## config.mk

```make
export PLATFORM = sky130hd
export DESIGN_NAME = rf_wr_arbiter_flat
export DESIGN_NICKNAME = d
export VERILOG_FILES = /design/src/rtl/rf_wr_arbiter_if.sv /design/src/rtl/rf_wr_arbiter.sv /design/src/flat_wrapper.sv
export SDC_FILE = /design/constraint.sdc
export NUM_CORES = 1
export LEC_CHECK = 0
export ABC_CLOCK_PERIOD_IN_PS = 2600
export CAP_MARGIN = 30
export CORE_ASPECT_RATIO = 1.4
export CORE_MARGIN = 10
export CORE_UTILIZATION = 44
export CTS_CLUSTER_DIAMETER = 80
export DETAILED_ROUTE_END_ITERATION = 8
export GPL_TIMING_DRIVEN = 0
export PLACE_DENSITY = 0.75
export SYNTH_ARGS = -nofsm -noshare
export SYNTH_HDL_FRONTEND = slang
export SYNTH_SLANG_ARGS = --single-unit
```

## constraint.sdc

```tcl
create_clock -name clk -period 2.6 [get_ports clk]
set_input_delay 0.26 -clock clk [delete_from_list [all_inputs] [get_ports clk]]
set_output_delay 0.26 -clock clk [all_outputs]
set_load 0.01 [all_outputs]
```

## src/rtl/rf_wr_arbiter_if.sv

```systemverilog
// Write-port arbitration bundle: writeback and MDU result inputs, decode
// scoreboard, pipeline stall and the register file write port.
interface rf_wr_arbiter_if #(
    parameter int ADDR_W = 5,
    parameter int DATA_W = 32
);
    logic                   i_wb_wr_en;
    logic [ADDR_W-1:0]      i_wb_wr_addr;
    logic [DATA_W-1:0]      i_wb_wr_data;
    logic                   i_mdu_valid;
    logic [ADDR_W-1:0]      i_mdu_addr;
    logic [DATA_W-1:0]      i_mdu_data;
    logic                   o_mdu_ready;
    logic                   i_issue_valid;
    logic [ADDR_W-1:0]      i_issue_addr;
    logic [2**ADDR_W-1:0]   o_pending;
    logic                   o_stall;
    logic                   o_rf_wr_en;
    logic [ADDR_W-1:0]      o_rf_wr_addr;
    logic [DATA_W-1:0]      o_rf_wr_data;

    modport master (
        output i_wb_wr_en, i_wb_wr_addr, i_wb_wr_data,
        output i_mdu_valid, i_mdu_addr, i_mdu_data,
        output i_issue_valid, i_issue_addr,
        input  o_mdu_ready, o_pending, o_stall,
        input  o_rf_wr_en, o_rf_wr_addr, o_rf_wr_data
    );

    modport slave (
        input  i_wb_wr_en, i_wb_wr_addr, i_wb_wr_data,
        input  i_mdu_valid, i_mdu_addr, i_mdu_data,
        input  i_issue_valid, i_issue_addr,
        output o_mdu_ready, o_pending, o_stall,
        output o_rf_wr_en, o_rf_wr_addr, o_rf_wr_data
    );
endinterface

```

## src/rtl/rf_wr_arbiter.sv

```systemverilog
// Register file write-port arbiter: writeback has priority, MDU results queue
// in a FIFO with a starvation-triggered forced drain and a pending scoreboard.
module rf_wr_arbiter #(
    parameter int ADDR_W       = 5,
    parameter int DATA_W       = 32,
    parameter int FIFO_DEPTH   = 2,
    parameter int STARVE_LIMIT = 4
) (
    input  logic             clk,
    input  logic             rst_n,
    rf_wr_arbiter_if.slave   bus
);
    localparam int PTR_W = $clog2(FIFO_DEPTH);
    localparam int CNT_W = PTR_W + 1;
    localparam int STV_W = $clog2(STARVE_LIMIT + 1);
    localparam int NREG  = 2**ADDR_W;

    typedef enum logic {NORMAL, FORCE_DRAIN} state_t;

    typedef struct packed {
        logic [ADDR_W-1:0] addr;
        logic [DATA_W-1:0] data;
    } entry_t;

    state_t            state;
    entry_t            fifo_mem [FIFO_DEPTH];
    logic [PTR_W-1:0]  rd_ptr;
    logic [PTR_W-1:0]  wr_ptr;
    logic [CNT_W-1:0]  count;
    logic [STV_W-1:0]  starve_cnt;
    logic              alive;
    logic [NREG-1:0]   pending;
    logic              rf_wr_en_q;
    logic [ADDR_W-1:0] rf_wr_addr_q;
    logic [DATA_W-1:0] rf_wr_data_q;

    logic              fifo_empty;
    logic              fifo_full;
    logic              wb_win;
    logic              pop;
    logic              push;
    logic              push_store;
    logic              grant;
    entry_t            head;
    entry_t            grant_entry;
    logic [STV_W-1:0]  starve_next;
    logic [NREG-1:0]   pending_next;

    assign fifo_empty = (count == '0);
    assign fifo_full  = (count == CNT_W'(FIFO_DEPTH));
    assign head       = fifo_mem[rd_ptr];

    // FORCE_DRAIN masks the writeback request, which turns the pop unconditional.
    assign wb_win     = (state == NORMAL) && bus.i_wb_wr_en && (bus.i_wb_wr_addr != '0);
    assign pop        = !fifo_empty && !wb_win;
    assign grant      = wb_win || pop;
    assign push       = bus.i_mdu_valid && bus.o_mdu_ready;
    assign push_store = push && (bus.i_mdu_addr != '0);

    assign bus.o_mdu_ready  = alive && !fifo_full;
    assign bus.o_stall      = (state == FORCE_DRAIN);
    assign bus.o_pending    = pending;
    assign bus.o_rf_wr_en   = rf_wr_en_q;
    assign bus.o_rf_wr_addr = rf_wr_addr_q;
    assign bus.o_rf_wr_data = rf_wr_data_q;

    // NOTE: every variable gets a default at the top of always_comb so no path leaves it unassigned (no latch).
    always_comb begin
        grant_entry = head;
        if (wb_win) begin
            grant_entry.addr = bus.i_wb_wr_addr;
            grant_entry.data = bus.i_wb_wr_data;
        end

        starve_next = '0;
        if (wb_win && !fifo_empty) starve_next = starve_cnt + 1'b1;

        pending_next = pending;
        if (pop) pending_next[head.addr] = 1'b0;
        if (bus.i_issue_valid && (bus.i_issue_addr != '0)) pending_next[bus.i_issue_addr] = 1'b1;
        pending_next[0] = 1'b0;
    end

    // NOTE: payload storage has no reset; occupancy and pointers alone define validity.
    always_ff @(posedge clk) begin
        if (push_store) fifo_mem[wr_ptr] <= '{addr: bus.i_mdu_addr, data: bus.i_mdu_data};
    end

    always_ff @(posedge clk or negedge rst_n) begin
        if (!rst_n) begin
            state        <= NORMAL;
            starve_cnt   <= '0;
            alive        <= 1'b0;
            rd_ptr       <= '0;
            wr_ptr       <= '0;
            count        <= '0;
            pending      <= '0;
            rf_wr_en_q   <= 1'b0;
            rf_wr_addr_q <= '0;
            rf_wr_data_q <= '0;
        end else begin
            alive <= 1'b1;

            if (starve_next == STV_W'(STARVE_LIMIT)) begin
                state      <= FORCE_DRAIN;
                starve_cnt <= '0;
            end else begin
                state      <= NORMAL;
                starve_cnt <= starve_next;
            end

            // Power-of-two depth lets the pointers wrap by plain overflow.
            if (push_store) wr_ptr <= wr_ptr + 1'b1;
            if (pop)        rd_ptr <= rd_ptr + 1'b1;
            case ({push_store, pop})
                2'b10:   count <= count + 1'b1;
                2'b01:   count <= count - 1'b1;
                default: count <= count;
            endcase

            pending    <= pending_next;
            rf_wr_en_q <= grant;
            if (grant) begin
                rf_wr_addr_q <= grant_entry.addr;
                rf_wr_data_q <= grant_entry.data;
            end
        end
    end
endmodule
```

## src/flat_wrapper.sv

```systemverilog
// flat-port wrapper written by rule: the top's interface ports become plain ports
module rf_wr_arbiter_flat 
#(
    parameter int ADDR_W       = 5,
    parameter int DATA_W       = 32,
    parameter int FIFO_DEPTH   = 2,
    parameter int STARVE_LIMIT = 4
)
  (clk, rst_n, bus_i_wb_wr_en, bus_i_wb_wr_addr, bus_i_wb_wr_data, bus_i_mdu_valid, bus_i_mdu_addr, bus_i_mdu_data, bus_i_issue_valid, bus_i_issue_addr, bus_o_mdu_ready, bus_o_pending, bus_o_stall, bus_o_rf_wr_en, bus_o_rf_wr_addr, bus_o_rf_wr_data);
  rf_wr_arbiter_if #(.ADDR_W(ADDR_W), .DATA_W(DATA_W)) bus_i ();
  input  logic clk;
  input  logic rst_n;
  input wire logic [$bits(bus_i.i_wb_wr_en)-1:0] bus_i_wb_wr_en;
  input wire logic [$bits(bus_i.i_wb_wr_addr)-1:0] bus_i_wb_wr_addr;
  input wire logic [$bits(bus_i.i_wb_wr_data)-1:0] bus_i_wb_wr_data;
  input wire logic [$bits(bus_i.i_mdu_valid)-1:0] bus_i_mdu_valid;
  input wire logic [$bits(bus_i.i_mdu_addr)-1:0] bus_i_mdu_addr;
  input wire logic [$bits(bus_i.i_mdu_data)-1:0] bus_i_mdu_data;
  input wire logic [$bits(bus_i.i_issue_valid)-1:0] bus_i_issue_valid;
  input wire logic [$bits(bus_i.i_issue_addr)-1:0] bus_i_issue_addr;
  output wire logic [$bits(bus_i.o_mdu_ready)-1:0] bus_o_mdu_ready;
  output wire logic [$bits(bus_i.o_pending)-1:0] bus_o_pending;
  output wire logic [$bits(bus_i.o_stall)-1:0] bus_o_stall;
  output wire logic [$bits(bus_i.o_rf_wr_en)-1:0] bus_o_rf_wr_en;
  output wire logic [$bits(bus_i.o_rf_wr_addr)-1:0] bus_o_rf_wr_addr;
  output wire logic [$bits(bus_i.o_rf_wr_data)-1:0] bus_o_rf_wr_data;
  assign bus_i.i_wb_wr_en = bus_i_wb_wr_en;
  assign bus_i.i_wb_wr_addr = bus_i_wb_wr_addr;
  assign bus_i.i_wb_wr_data = bus_i_wb_wr_data;
  assign bus_i.i_mdu_valid = bus_i_mdu_valid;
  assign bus_i.i_mdu_addr = bus_i_mdu_addr;
  assign bus_i.i_mdu_data = bus_i_mdu_data;
  assign bus_i.i_issue_valid = bus_i_issue_valid;
  assign bus_i.i_issue_addr = bus_i_issue_addr;
  assign bus_o_mdu_ready = bus_i.o_mdu_ready;
  assign bus_o_pending = bus_i.o_pending;
  assign bus_o_stall = bus_i.o_stall;
  assign bus_o_rf_wr_en = bus_i.o_rf_wr_en;
  assign bus_o_rf_wr_addr = bus_i.o_rf_wr_addr;
  assign bus_o_rf_wr_data = bus_i.o_rf_wr_data;
  rf_wr_arbiter #(.ADDR_W(ADDR_W), .DATA_W(DATA_W), .FIFO_DEPTH(FIFO_DEPTH), .STARVE_LIMIT(STARVE_LIMIT)) u_core (.clk(clk), .rst_n(rst_n), .bus(bus_i));
endmodule
```

Word-level counts from Yosys, hierarchy flattened
Memories as Yosys holds them, arrays and structs flattened.
Index checks and enable logic that the tools add are counted.
Word-level totals
  logic and storage cells: 60
  bits of input ports: 84
  memory bits (writable): 74
  register bits after elaboration: 78
  output and inout port bits: 72
  memories kept: 1
Memory list
  u_core.fifo_mem: words 2, bits a word 37, read ports 1, clocked after Yosys merged registers in 0, wr ports 1, RTL line rf_wr_arbiter.sv:26  | entry_t fifo_mem [FIFO_DEPTH];
Operators by class
  equal/unequal tests: 4
  mux-type cells: 13
  bitwise logic cells: 4
  add/sub/neg operators: 5
  magnitude comparators: 4
  reductions and logical operators: 19
Operator list (number)
  $mux W32: 2
  $mux W37: 1
  $and A32 B32 Y32: 1
  $not A32 Y32: 1
  $or A32 B32 Y32: 1
  $reduce_bool A5 Y1: 3
  $lt A5 B6 Y1 const B: 2
  $demux W1 S5: 2
  $ge A5 B1 Y1 const B: 2
  $logic_and A1 B1 Y1: 10
  $mux W3: 2
  $mux W1: 5
  $eq A2 B2 Y1 const B: 2
  $pmux W2 S2: 1
  $add A3 B1 Y3 const B: 1
  $eq A3 B3 Y1 const B: 1
  $logic_not A1 Y1: 3
  $add A1 B1 Y1 const B: 2
  $add A2 B1 Y2 const B: 1
  $eq A2 B1 Y1 const B: 1
  $logic_not A2 Y1: 1
  $reduce_bool A2 Y1: 1
  $sub A2 B1 Y2 const B: 1
  $logic_or A1 B1 Y1: 1
  $not A1 Y1: 1

Depth between registers and ports, before layout
Gate-level depths: netlist of the first run.
An unclocked memory read counts as a cell.
  word-level depth: 10
  depth in mapped cells: 9
  mapped depth without buffers: 8

Least setup slack after synthesis of the first run
OpenSTA, ideal clock, no wires.
  path kind: register -> register
  start: register u_core.count[0]
  end: memory u_core.fifo_mem[0][0] (netlist name), enable pin
  setup slack: -586 ps
  setup time: 436 ps
  data arrival time: 2751 ps
  period minus slack after synthesis: 3186 ps
  buffers on the path: 0
  stages on the path, launching flop included: 5
  required time: 2164 ps
  cell sequence: dfrtp_1 > inv_1 > a21boi_0 > o211a_1 > nor2b_1
Between the ends
  word-level cells in the longest chain between the ends: 7
Ends and longest elaborated chain
  start, declared: RTL line rf_wr_arbiter.sv:29  | logic [CNT_W-1:0] count;
  start signal, assigned: RTL line rf_wr_arbiter.sv:116  | 2'b10: count <= count + 1'b1;
  start signal, assigned: RTL line rf_wr_arbiter.sv:117  | 2'b01: count <= count - 1'b1;
  start signal, assigned: RTL line rf_wr_arbiter.sv:118  | default: count <= count;
  $eq A2 B2 Y1: RTL line rf_wr_arbiter.sv:50  | assign fifo_full = (count == CNT_W'(FIFO_DEPTH));
  $logic_not A1 Y1: RTL line rf_wr_arbiter.sv:60  | assign bus.o_mdu_ready = alive && !fifo_full;
  $logic_and A1 B1 Y1: RTL line rf_wr_arbiter.sv:60
  via bus_o_mdu_ready: RTL line flat_wrapper.sv:21  | output wire logic [$bits(bus_i.o_mdu_ready)-1:0] bus_o_mdu_ready;
  $logic_and A1 B1 Y1: RTL line rf_wr_arbiter.sv:57  | assign push = bus.i_mdu_valid && bus.o_mdu_ready;
  $logic_and A1 B1 Y1: RTL line rf_wr_arbiter.sv:58  | assign push_store = push && (bus.i_mdu_addr != '0);
  $mux W1: RTL line rf_wr_arbiter.sv:86  | if (push_store) fifo_mem[wr_ptr] <= '{addr: bus.i_mdu_addr, data: bus.i_mdu_data};
  $mux W1 (not written as such): RTL line rf_wr_arbiter.sv:86
  end, declared: RTL line rf_wr_arbiter.sv:26
The timed path passes the listed nets, and every way through them passes these cells.

Final worst setup path of the first run
  start: register u_core.count[0]
  end: register u_core.count[1]
Between the ends
  word-level cells in the longest chain between the ends: 7
  elaborated cells between the ends (all ways): 14
  those cells by class: 2 x add/sub; 3 x eq/ne; 1 x mux; 8 x reduce/logical
Ends and longest elaborated chain
  $eq A2 B2 Y1: RTL line rf_wr_arbiter.sv:50
  $logic_not A1 Y1: RTL line rf_wr_arbiter.sv:60
  $logic_and A1 B1 Y1: RTL line rf_wr_arbiter.sv:60
  $logic_and A1 B1 Y1: RTL line rf_wr_arbiter.sv:57
  $logic_and A1 B1 Y1: RTL line rf_wr_arbiter.sv:58
  $eq A2 B1 Y1 or $eq A2 B2 Y1 (tied branches): RTL line rf_wr_arbiter.sv:115  | case ({push_store, pop})
  $pmux W2 S2 or $reduce_bool A2 Y1 (tied branches)
Parallel ways exist; a longest one is shown, timed or not.
A chain may end at the register's enable or synchronous reset.

==> summary.txt, run 1 <==
Global route
  • Tot GR Track Use: 17.3%
  • Initial antenna violation count: 0
  • Largest net degree at the start of global routing: 62
  • Congestion Overflow GR: 0
  • Vias in the first global route: 5025
  • First-pass GRT wire length: 26.6 mm

Layout
  • Syn-to-layout area delta: 38.1%
  • Final Cell Area: 0.00865 mm2
  • Final core occ: 61.9%
  • Commonest cells after routing, fill and taps aside: 153 x clkdlybuf4s50_1, 78 x dfrtp_1, 74 x nand2_1, 74 x edfxtp_1, 54 x o21ai_0
  • Antenna diodes: 0
  • Nets: 784
  • Layout cell share with drive strength beyond 1: 8.02%
  • Commonest non-fill, non-tap cell in the layout: clkdlybuf4s50_1

Logic synthesis
  • Synth Instances: 522
  • Netlist Area Pre-Place: 0.00627 mm2
  • Post-Syn Nets: 608
  • Synth top area cells: edfxtp_1 35%, dfrtp_1 31%, mux2i_1 5.4%
  • Top cell type's share of synthesized area: 35.5%
  • Sequential share of the synthesized area: 66.6%
  • Synth warnings: 0
  • FF+latch count, synth: 152
  • Yosys top cell by area: edfxtp_1
  • Number of flops mapped to enable cells by yosys: 74
  • Async set-reset flop share out of synthesis: 51.3%
  • Synth Area per Inst: 12.0 um2
  • Synth cell types: 41
  • Dominant synthesized flop cell: dfrtp_1

CTS
  • TritonCTS Sinks: 152
  • Root buffer cell: clkbuf_16
  • Setup Fix Bufs, Post-CTS: 0
  • Cts repair resizes: 0
  • Worst-Skew Late Latency: 0.42 ns
  • Num CTS Buffers: 17
  • Clk buf depth: 2
  • Hold Buf Count CTS: 1
  • Worst-path clk slew: 0.07 ns
  • H-tree levels: 4
  • CTS tree: done

Flow run
  • Max_cap viols: 0

Timing
  • Crit path time final: 2.38 ns
  • Worst-Margin Slew: 0.924 ns
  • Final worst slack: 0.222 ns
  • RSZ-0062 raised after global routing: false
  • Final Skew: 0.00846 ns
  • Setup violators final: 0
  • Fin. Hold Viols: 0
  • Max Slew Vio Count: 0
  • Slew headroom: 38.1%
  • Final worst path period share: 91.4%
  • F_max: 421 MHz

Placement
  • DP Area: 0.00810 mm2
  • I/O Buffers: 154
  • Placement Setup Slack: -0.000634 ns
  • DP HPWL: 13.0 mm
  • Placer Congestion: 0.903

Critical path
  • Worst setup EP type: flip-flop
  • WS Path Type: flip-flop to flip-flop
  • RR Startpoint: u_core.count[0]$_DFFE_PN0P_
  • Largest stage delay, worst path: 0.74 ns
  • Reg2Reg Setup Slack: 0.22 ns
  • Reg2reg path depth: 7
  • CP max stage cell: nor2_1
  • WP buf/inv: 1
  • CP cell instances: nor2_1 -> clkbuf_1 -> nor2_2 -> ha_1 -> xnor2_1 -> nor2_1 -> xor2_1
  • Reg2reg end: u_core.count[1]$_DFFE_PN0P_
  • Critical path's most frequent cell: nor2_1
  • CP startpoint kind: flip-flop
  • CP max FO: 10
  • CP Data Required Time: 2.94 ns
  • CP delay by family, top: simple AND/OR/NAND/NOR gates
  • Data arrival, critical path: 2.71 ns

Route
  • Vias: 4622
  • # DRC: 0
  • Antenna-violating nets left: 0
  • Vias per cell: 5.16
  • Wire length per cell: 19.0 um
  • Iter 0 DRT Violations: 360
  • Iteration count of the initial detailed-routing pass: 4
  • Post-Route WL: 17.0 mm

Die
  • IO Pins: 156
  • Die W: 121 um
  • Starting Density: 44.8%
  • Die height: 161 um
  • Area of the core: 0.0140 mm2
  • Row cnt: 51
  • Die ar.: 0.0195 mm2

Power
  • Maximum VDD drop: 0.420 mV
  • Total power: 0.00846 W
  • Leakage: 3.52 nW
  • Pwr per Cell Area: 978 mW/mm2

Worst hold path
  • Hold crit path type: primary input to asynchronous set/reset pin

Status
  • Status: completed
cell usage after synthesis (3+ instances only):
library cell	number
a21oi_1	35
a22oi_1	7
a32oi_1	7
buf_2	8
clkbuf_1	15
dfrtp_1	78
edfxtp_1	74
inv_1	21
mux2i_1	34
nand2_1	74
nand2b_1	4
nand3_1	5
nor2_1	45
nor2b_1	4
o21ai_0	54
o31ai_1	15
or4_1	3
xor2_1	4
registers in the layout (all words and copies together) (netlist names):
signal and count:
u_core.wr_ptr 1, u_core.starve_cnt 3, u_core.rd_ptr 1, u_core.count 2, u_core.alive 1, u_core.bus.o_pending 31
u_core.bus.o_rf_wr_data 32, u_core.bus.o_rf_wr_addr 5, u_core.bus.o_stall 1, u_core.bus.o_rf_wr_en 1, u_core.fifo_mem 74
worst max-delay path by stage:
stage                                                         end  cells after the start  slack, ns                   startpoint
after floorplan                   u_core.fifo_mem[0][0]$_DFFE_PP_                      4       0.11  u_core.count[0]$_DFFE_PN0P_
after global placement    u_core.bus.o_rf_wr_data[20]$_DFFE_PN0P_                      1      -1.56                        rst_n
after detailed placement              u_core.count[1]$_DFFE_PN0P_                      9    -0.0006          bus_i_wb_wr_addr[1]
after CTS                             u_core.count[1]$_DFFE_PN0P_                      7       0.17  u_core.count[0]$_DFFE_PN0P_
after global routing                  u_core.count[1]$_DFFE_PN0P_                      7       0.01  u_core.count[0]$_DFFE_PN0P_
final                                 u_core.count[1]$_DFFE_PN0P_                      7       0.22  u_core.count[0]$_DFFE_PN0P_
layout make-up:
class	count	area [um2]
clock inverter	15	118
buffer	28	134
clock buffer	17	425
inverter	21	78.8
timing repair buffer	157	1600
fill	1113	5320
tap	185	231
sequential	152	4170
multi-input combinational	321	1890
kinds of logic after synthesis:
| logic type | Yosys count | share of synthesized area (%) |
|---|---|---|
| AOI/OAI and AO/OA | 124 | 11.5 |
| xor gates and xnor gates | 6 | 0.838 |
| adders and majority gates | 2 | 0.399 |
| buffers and inverters | 49 | 3.39 |
| DFF | 152 | 66.6 |
| muxes | 39 | 6.59 |
| other | 2 | 0.120 |
| and+or+nand+nor | 148 | 10.6 |
layer usage:
metal	track usage (%)	wire length (um)
met2	30.7	8930
met4	7.04	413
met5	0	0
met1	18.9	6620
met3	4.47	1070
per-stage QoR:
| stage | hold WS (ns) | instances | TNS, ns |
|---|---|---|---|
| detailed placement | 0.155 | 863 | -0.000634 |
| global route | 0.282 | 896 | 0 |
| floorplan | -0.0356 | 522 | 0 |
| global placement | 0.452 | 861 | -149.76 |
| finish | 0.257 | 896 | 0 |
| CTS | 0.250 | 896 | 0 |
power by group:
part / switching, W / total, W / internal, W / leakage [nW]
logic: 0.00153 / 0.00288 / 0.00135 / 1.69
registers: 0.000280 / 0.00334 / 0.00306 / 1.57
clock network: 0.00101 / 0.00225 / 0.00124 / 0.262
total: 0.00281 / 0.00846 / 0.00565 / 3.52
Note: power is estimated with default switching activity, not from simulation.
==> run 2: changes to the inputs <==
ABC_AREA = 1   (was not set)
CAP_MARGIN = 20   (was 30)
CORE_UTILIZATION = 45   (was 44)
PLACE_DENSITY = 0.76   (was 0.75)
==> run 2 against run 1 <==
Synthesized area grew 4.7%. Via count grew 12%. Hold slack gained 0.046 ns. Cell area grew 4.0%. Core utilization grew 0.69 points. Die area grew 2.0%. Critical path depth shrank 2.
==> summary.txt, run 2 <==
Critical path
  • WS Path Type: flip-flop to flip-flop (unchanged)
  • CP max FO: 25 (was 10)
  • Reg2reg path depth: 5 (was 7)
  • Data arrival, critical path: 2.10 ns (was 2.71 ns)
  • Reg2Reg Setup Slack: 0.61 ns (was 0.22 ns)
  • Worst setup EP type: flip-flop (unchanged)
  • RR Startpoint: u_core.count[0]$_DFFE_PN0P_ (unchanged)
  • Critical Path Source: u_core.count[0]$_DFFE_PN0P_ (unchanged)
  • Reg2reg end: u_core.fifo_mem[1][35]$_DFFE_PP_ (was u_core.count[1]$_DFFE_PN0P_)
  • CP Data Required Time: 2.71 ns (was 2.94 ns)
  • CP startpoint kind: flip-flop (unchanged)

Die
  • Die height: 163 um (was 161 um)
  • IO Pins: 156 (unchanged)
  • Area of the core: 0.0144 mm2 (was 0.0140 mm2)
  • Starting Density: 45.6% (was 44.8%)
  • Die W: 122 um (was 121 um)
  • Die ar.: 0.0199 mm2 (was 0.0195 mm2)
  • Row cnt: 52 (was 51)

CTS
  • Worst-Skew Late Latency: 0.42 ns (about the same)
  • Cts repair resizes: 0 (unchanged)
  • Worst-path clk slew: 0.06 ns (was 0.07 ns)
  • TritonCTS Sinks: 152 (unchanged)
  • Clk buf depth: 2 (unchanged)
  • Root buffer cell: clkbuf_16 (unchanged)
  • Num CTS Buffers: 17 (unchanged)
  • CTS tree: done (unchanged)
  • H-tree levels: 4 (unchanged)

Logic synthesis
  • Top-count cell post-synth: nand2_1 (was dfrtp_1)
  • Top cell type's share of synthesized area: 33.9% (was 35.5%)
  • Synth top area cells: edfxtp_1 34%, dfrtp_1 30%, nand2_1 20% (was edfxtp_1 35%, dfrtp_1 31%, mux2i_1 5.4%)
  • Post-Syn Nets: 777 (was 608)
  • Number of flops mapped to enable cells by yosys: 74 (unchanged)
  • Dominant synthesized flop cell: dfrtp_1 (unchanged)
  • Synth Area per Inst: 9.50 um2 (was 12.0 um2)
  • Async set-reset flop share out of synthesis: 51.3% (unchanged)
  • Netlist Area Pre-Place: 0.00656 mm2 (was 0.00627 mm2)
  • Synth warnings: 0 (unchanged)
  • Sequential share of the synthesized area: 63.6% (was 66.6%)
  • Most common library cells after synthesis: 354 x nand2_1, 78 x dfrtp_1, 74 x edfxtp_1 (was 78 x dfrtp_1, 74 x edfxtp_1, 74 x nand2_1)
  • Synth Instances: 691 (was 522)
  • FF+latch count, synth: 152 (unchanged)
  • Synth cell types: 30 (was 41)
  • Yosys top cell by area: edfxtp_1 (unchanged)

Layout
  • Largest Register: u_core.fifo_mem (unchanged)
  • Max reg flops: 74 (unchanged)
  • Syn-to-layout area delta: 37.2% (was 38.1%)
  • Layout cell share with drive strength beyond 1: 9.76% (was 8.02%)
  • Filler Cells Inserted: 1173 (was 1113)
  • Final core occ: 62.6% (was 61.9%)
  • Commonest cells after routing, fill and taps aside: 354 x nand2_1, 153 x clkdlybuf4s50_1, 78 x dfrtp_1 (was 153 x clkdlybuf4s50_1, 78 x dfrtp_1, 74 x nand2_1, 74 x edfxtp_1, 54 x o21ai_0)
  • FF/Latch Area: 0.00417 mm2 (unchanged)
  • Commonest non-fill, non-tap cell in the layout: nand2_1 (was clkdlybuf4s50_1)
  • Nets: 954 (was 784)
  • Multi-input logic area: 0.00211 mm2 (was 0.00189 mm2)

Route
  • Wire length per cell: 16.4 um (was 19.0 um)
  • Vias: 5178 (was 4622)
  • Post-Route WL: 17.6 mm (was 17.0 mm)
  • Iteration count of the initial detailed-routing pass: 5 (was 4)
  • Vias per cell: 4.83 (was 5.16)
  • Iter 0 DRT Violations: 305 (was 360)
  • # DRC: 0 (unchanged)
  • Antenna-violating nets left: 0 (unchanged)

Timing
  • Final Skew: 0.00908 ns (was 0.00846 ns)
  • Max Slew Vio Count: 0 (unchanged)
  • Fin. Hold Viols: 0 (unchanged)
  • RSZ-0062 raised after global routing: false (unchanged)
  • Setup violators final: 0 (unchanged)
  • Final worst path period share: 76.4% (was 91.4%)
  • Hold slack final: 0.304 ns (was 0.257 ns)
  • F_max: 503 MHz (was 421 MHz)
  • Worst-Margin Slew: 0.710 ns (was 0.924 ns)
  • Slew headroom: 52.5% (was 38.1%)
  • Crit path time final: 1.99 ns (was 2.38 ns)

Global route
  • Congestion Overflow GR: 0 (unchanged)
  • Largest net degree at the start of global routing: 57 (was 62)
  • Initial antenna violation count: 1 (was 0)
  • First-pass GRT wire length: 27.1 mm (was 26.6 mm)
  • Tot GR Track Use: 17.6% (was 17.3%)
  • Vias in the first global route: 5252 (was 5025)

Placement
  • Placer Congestion: 0.885 (was 0.903)
  • DP HPWL: 12.9 mm (was 13.0 mm)
  • I/O Buffers: 154 (unchanged)

Power
  • Leakage: 3.92 nW (was 3.52 nW)
  • Pwr per Cell Area: 1040 mW/mm2 (was 978 mW/mm2)
  • Maximum VDD drop: 0.577 mV (was 0.420 mV)
  • Total power: 0.00932 W (was 0.00846 W)

Flow run
  • Max_cap viols: 0 (unchanged)

Worst hold path
  • Hold crit path type: primary input to asynchronous set/reset pin (unchanged)

Status
  • Status: completed (unchanged)
==> run 2: final cells by class <==
type / instances / share of cell area (%)
plain buffers: 23 / 2.04
clock buffers: 17 / 4.72
inverters: 29 / 1.26
well taps: 189 / 2.63
clock inverters: 15 / 1.61
repair buffers: 158 / 18.0
multi-input cells: 487 / 23.4
diodes: 1 / 0.0278
flip-flops and latches: 152 / 46.4
==> run 2: metrics by stage <==
stage,cell area (um2),setup slack [ns],setup TNS (ns),instances
finish,9000,0.614,0,1071
global route,9000,0.499,0,1071
CTS,9000,0.621,0,1070
detailed placement,8420,0.279,0,1037
global placement,8350,-1.68,-163.43,1034
floorplan,6570,0.365,0,691
==> run 2: worst max path at each step <==
stage                                                         end  cells after the start
after floorplan                   u_core.fifo_mem[1][0]$_DFFE_PP_                      5
after global placement    u_core.bus.o_rf_wr_data[19]$_DFFE_PN0P_                      1
after detailed placement              u_core.count[1]$_DFFE_PN0P_                      9
after CTS                        u_core.fifo_mem[1][19]$_DFFE_PP_                      6
after global routing             u_core.fifo_mem[1][25]$_DFFE_PP_                      6
final                            u_core.fifo_mem[1][35]$_DFFE_PP_                      5
==> run 2: per-layer routing <==
layer	vias up	GRT usage, %	part of all wire [%]
li1	2555	-	-
met1	2424	18.9	37
met2	175	31.9	53
met3	24	4.72	7.5
met4	0	7.04	1.9
met5	-	0	0
==> run 2: power by group <==
| group | total [W] | switching (W) | internal, W | leakage (nW) |
|---|---|---|---|---|
| Sequential | 0.00353 | 0.000339 | 0.00319 | 1.61 |
| Clock | 0.00237 | 0.00103 | 0.00134 | 0.282 |
| Combinational | 0.00342 | 0.00186 | 0.00155 | 2.02 |
| Total | 0.00932 | 0.00323 | 0.00609 | 3.92 |
==> run 2: cells by family (layout without fill, tap and decap cells) <==
family	after synthesis	after routing	synth area share (%)
compound gates	9	9	0.858
xor+xnor	4	4	0.648
fa+ha+maj	2	2	0.381
buf+inv	52	242	4.54
flops	152	152	63.6
other cells	2	3	0.114
simple gates	470	470	29.9
==> run 2: critical path: stages (launching register included) <==
cell and delay (ns):
dfrtp_1 0.46, nor2_1 0.12, nor3b_2 0.20, nand2_1 0.19
nor2_4 0.45, buf_12 0.26
==> run 2: what timing repair did <==
action | in CTS | in global routing
buffers inserted | 0 | 0
endpoints found under the setup margin | 0 | 0
hold buffers | 1 | 0
endpoints found under the hold margin | 22 | 0
